**src/rtl/expand_burst.sv**
```systemverilog
// Burst expander: turns {len, addr} descriptors into len+1 per-beat
// addresses tagged with a last-beat flag, one beat per cycle.
module expand_burst #(
  parameter int unsigned AddrWidth         = 64,
  parameter int unsigned DataWidthBytesLog = 6,
  parameter int unsigned BurstLenWidth     = 8
) (
  input  logic                           clk,
  input  logic                           rst_n,
  input  logic [BurstLenWidth+AddrWidth-1:0] burst_dout,
  input  logic                           burst_empty_n,
  output logic                           burst_read,
  output logic [AddrWidth:0]             beat_din,
  input  logic                           beat_full_n,
  output logic                           beat_write
);

  localparam int unsigned HiWidth = AddrWidth - DataWidthBytesLog;
  localparam logic [HiWidth-1:0]       HiOne  = HiWidth'(1);
  localparam logic [BurstLenWidth-1:0] LenOne = BurstLenWidth'(1);

  typedef enum logic {
    IDLE  = 1'b0,
    BURST = 1'b1
  } state_t;

  state_t                   state, state_next;
  logic [AddrWidth-1:0]     cur_addr, addr_next;
  logic [BurstLenWidth-1:0] remaining, rem_next;

  logic                     active;
  logic                     last_beat;
  logic [BurstLenWidth-1:0] desc_len;
  logic [AddrWidth-1:0]     desc_addr;
  logic [HiWidth-1:0]       addr_hi_inc;

  assign active      = (state == BURST);
  assign last_beat   = active && (remaining == '0);
  assign desc_len    = burst_dout[BurstLenWidth+AddrWidth-1:AddrWidth];
  assign desc_addr   = burst_dout[AddrWidth-1:0];
  assign addr_hi_inc = cur_addr[AddrWidth-1:DataWidthBytesLog] + HiOne;

  // State register: FSM state, current beat address and beats left
  always_ff @(posedge clk or negedge rst_n) begin
    if (!rst_n) begin
      state     <= IDLE;
      cur_addr  <= '0;
      remaining <= '0;
    end else begin
      state     <= state_next;
      cur_addr  <= addr_next;
      remaining <= rem_next;
    end
  end

  // Next-state: load a descriptor, step through its beats, or go idle
  always_comb begin
    state_next = state;
    addr_next  = cur_addr;
    rem_next   = remaining;
    if (burst_read) begin
      // A pop while active can only coincide with the final beat write,
      // so loading the new descriptor also retires the old burst.
      state_next = BURST;
      addr_next  = desc_addr;
      rem_next   = desc_len;
    end else if (beat_write) begin
      if (remaining != '0) begin
        rem_next  = remaining - LenOne;
        // Only the beat-index bits step; the byte offset is carried as-is.
        addr_next = {addr_hi_inc, cur_addr[DataWidthBytesLog-1:0]};
      end else begin
        state_next = IDLE;
      end
    end
  end

  // Outputs: beat push, descriptor pop and the tagged beat word
  always_comb begin
    beat_write = active && beat_full_n;
    // Held low while reset is asserted so no pop escapes before release.
    burst_read = rst_n && burst_empty_n &&
                 (!active || (beat_write && (remaining == '0)));
    beat_din   = {last_beat, cur_addr};
  end

endmodule

```
**config.mk**
```make
export PLATFORM = sky130hd
export DESIGN_NAME = expand_burst
export DESIGN_NICKNAME = d
export VERILOG_FILES = /design/src/rtl/expand_burst.sv
export SDC_FILE = /design/constraint.sdc
export NUM_CORES = 1
export LEC_CHECK = 0
export CAP_MARGIN = 5
export CORE_UTILIZATION = 35
export DETAILED_ROUTE_END_ITERATION = 10
export PLACE_DENSITY_LB_ADDON = 0.2
export RECOVER_POWER = 50
export SLEW_MARGIN = 20
export SYNTH_ARGS = -nofsm -noshare
export SYNTH_HDL_FRONTEND = slang
export SYNTH_SLANG_ARGS = --single-unit
```
**constraint.sdc**
```tcl
create_clock -name clk -period 3 [get_ports clk]
set_input_delay 0.6 -clock clk [delete_from_list [all_inputs] [get_ports clk]]
set_output_delay 0.6 -clock clk [all_outputs]
set_load 0.02 [all_outputs]
```
==> impl_results.md <==
- Die height: 120 µm
- Sequential area share after synthesis: 0.378
- CP Class: flop to output pin
- DR iter-0 viols: 448
- DR WL/cell: 19.2 µm
- Number of routed nets with antenna violations: 0
- Hold Crit Class: flop to flop
- Layout Area Growth over Synthesis: 40.2%
- Final nets: 773
- Most used DFF post-synth: dfrtp_1
- CP Data Arrival Time: 2.20 ns
- Initial Utilization: 0.362
- Internal: 2830 µW
- CTS Buf Count: 9
- Worst path required time: 2.40 ns
- DR pass1 iterations: 5
- Cell Area, Placed: 6500 µm²
- First-pass GRT wire length: 27.0 mm
- Pleak: 0.00256 µW
- Port Buf Inserts: 142
- Number of remaining DRC errors: 0
- Overall routing resource usage: 0.239
- Buf/Inv on CP: 3
- Clk pwr share: 0.210
- Number of synthesized flops with an enable pin: 0
- Final Skew: 0.00848 ns
- HPWL after DPL: 11.3 mm
- Sink Count: 73
- Antenna diodes: 0
- Status: finished with violations
- Net Sw Frac: 0.422
- Slew @ Worst Pin: 1.93 ns
- Worst path cell trace: inv_1 > ha_1 > nor4b_4 > a31oi_2 > or2_2 > inv_2 > dlygate4sd2_1
- Post-synthesis cell count: 564
- Die ar.: 14300 µm²
- CTS tree: yes
- Core ar.: 13300 µm²
- Total gr overflow: 0
- Placer Congestion: 0.840
- Reg power frac: 0.369
- RSZ-0062 raised after global routing: false
- Clock latency at the later pin of the worst-skew pair: 0.34 ns
- CP max FO: 4
- Largest net degree at the start of global routing: 95
- Sw Pwr: 2060 µW
- Asr flop ratio synth: 1.00
- H-tree levels: 3
- Yosys warning total: 0
- Clk root buf: clkbuf_16
- Slowest Stage Delay on Critical Path: 0.41 ns
- CP delay by family, top: simple AND/OR/NAND/NOR gates
- Max IR drop VDD: 0.301 mV
- Comb pwr share: 0.421
- Post-Route WL: 16.8 mm
- Max transition margin: -0.289
- Final setup vio count: 0
- Via count: 5336
- Routed vias/inst: 6.11
- Rows: 42
- I/O pins: 143
- Max-Cap Viols: 1
- Minimum clock period: 2.80 ns
- Post-route setup TNS: 0 ns
- Hold Fails Final Rpt: 0
- Slew Limit Fails: 75
- Mapped Nets: 643
- Max Root-Sink Buffers: 2
- Tcrit/Tclk final: 0.932
- CTS clock-pin slew for the worst setup and hold paths: 0.05 ns
- Initial antenna violation count: 0
- Vias in the first global route: 5128
- Post-route design area: 6770 µm²
- Share of cells above drive strength 1: 0.0732
- Die width: 120 µm
- Startpoint types: flop
- Failing checks: capacitance limit, slew limit
- Mean cell area of the mapped netlist: 8.57 µm²
- Post-synth cell types: 60
- Setup crit end kind: output pin
- Setup slack, reg-to-reg: 0.42 ns
- Slowest CP cell: dfrtp_1
- Synthesized area: 4830 µm²
- FMAX: 358 MHz
- Yosys reg bits: 73
- Pwr dens: 721 nW/µm²
## area by class of cell
| type | count | area, µm² |
|---|---|---|
| fill | 1286 | 6580 |
| multi-input combinational | 434 | 2810 |
| sequential | 73 | 1830 |
| timing repair buffer | 161 | 1590 |
| tap | 176 | 220 |
| clock buffer | 11 | 253 |
| clock inverter | 3 | 17.5 |
| inverter | 15 | 56.3 |
## cells by family after synthesis
group                      count (synthesis)  share of synthesized area
muxes                                      6                     0.0124
adders and majority gates                  3                    0.00777
AOI/OAI and AO/OA                        190                      0.270
and+or+nand+nor                          235                      0.283
buffers and inverters                     57                     0.0489
DFF                                       73                      0.378
## sequential cells by signal, summed over array words and instances, names as in the netlist
signal,cells
cur_addr,64
active,1
remaining,8
## placed cells by master (no fill, tap or decap), types with 6 or more instances in the layout
| cell | instances |
|---|---|
| a21oi_1 | 32 |
| a22oi_1 | 20 |
| a2bb2oi_1 | 20 |
| a31oi_1 | 8 |
| and2_1 | 8 |
| and3_1 | 18 |
| and4_1 | 9 |
| buf_4 | 15 |
| clkbuf_16 | 9 |
| clkdlybuf4s50_1 | 108 |
| dfrtp_1 | 73 |
| dlygate4sd3_1 | 32 |
| inv_1 | 14 |
| mux2i_1 | 6 |
| nand2_1 | 51 |
| nand3_1 | 40 |
| nand4_1 | 27 |
| nor2_1 | 17 |
| nor3_1 | 23 |
| nor4_1 | 7 |
| o211ai_1 | 18 |
| o21ai_0 | 29 |
| o22a_1 | 8 |
| o22ai_1 | 18 |
| or4_1 | 15 |
## through the flow
step           total power (µW)  hold slack, ns  worst slack (ns)   util  std cells
2_1_floorplan              2860           0.304             0.689      -        564
3_3_place_gp               3830           0.457             0.203  0.487        859
3_5_place_dp               3880           0.464             0.191  0.487        859
4_1_cts                    4930           0.478             0.203  0.508        873
5_1_grt                    5150           0.486            0.0621  0.507        873
6_report                   4880           0.470             0.203  0.507        873
## worst paths after layout
kind,start,end,cells after the start
max,remaining[0]$_DFFE_PN0P_,burst_read,7
min,cur_addr[3]$_DFFE_PN0P_,cur_addr[3]$_DFFE_PN0P_,2
max reg2reg,cur_addr[41]$_DFFE_PN0P_,cur_addr[54]$_DFFE_PN0P_,5
min reg2reg,cur_addr[3]$_DFFE_PN0P_,cur_addr[3]$_DFFE_PN0P_,2
max in group asynchronous,rst_n,cur_addr[35]$_DFFE_PN0P_,2
min in group asynchronous,rst_n,cur_addr[5]$_DFFE_PN0P_,2
## Yosys cell counts, drive strengths merged (3+ instances only)
| library cell | count | area, µm² |
|---|---|---|
| o21a | 5 | 37.5 |
| clkbuf | 21 | 78.8 |
| a31oi | 9 | 56.3 |
| and3 | 19 | 120 |
| nand3 | 41 | 218 |
| a21oi | 32 | 160 |
| inv | 15 | 56.3 |
| o21ai | 30 | 150 |
| mux2i | 6 | 60.1 |
| and4 | 9 | 78.8 |
| a21o | 3 | 22.5 |
| o311ai | 5 | 43.8 |
| o211ai | 18 | 135 |
| nor2 | 17 | 63.8 |
| and2 | 8 | 50.1 |
| o22ai | 18 | 113 |
| nand2 | 52 | 198 |
| a22oi | 21 | 158 |
| or4 | 15 | 113 |
| a2bb2oi | 20 | 175 |
| o22a | 8 | 70.1 |
| ha | 3 | 37.5 |
| nor4 | 10 | 98.8 |
| o2111ai | 5 | 43.8 |
| nor3 | 25 | 141 |
| dfrtp | 73 | 1830 |
| buf | 21 | 101 |
| nand4 | 29 | 203 |
## worst register-to-register path, stage by stage (launching register included)
cell,delay (ns)
dfrtp_1,0.45
nand4_1,0.26
nor4_1,0.68
nand4_1,0.45
or4_1,0.58
nand3_1,0.09
## per-layer routing
layer	global-route usage	vias to the layer above	wire, µm
li1	-	2491	-
met1	0.327	2568	7610
met2	0.373	240	7560
met3	0.0342	37	1200
met4	0.109	0	430
met5	0	-	0
## power by group through the flow
stage / clock network, µW / registers (µW) / logic (µW)
3_5_place_dp: 0 / 1790 / 2090
5_1_grt: 1070 / 1850 / 2220
2_1_floorplan: 0 / 1930 / 925
4_1_cts: 1030 / 1790 / 2100
3_3_place_gp: 0 / 1780 / 2050
6_report: 1030 / 1800 / 2060
## timing repair
| item | in CTS | in global routing |
|---|---|---|
| hold buffers | 0 | 0 |
| setup buffers | 0 | 0 |
| resized for setup | 2 | 0 |
| setup endpoints to repair | 1 | 0 |
| hold endpoints to repair | 0 | 0 |
Power figures use the tool's default switching activity.
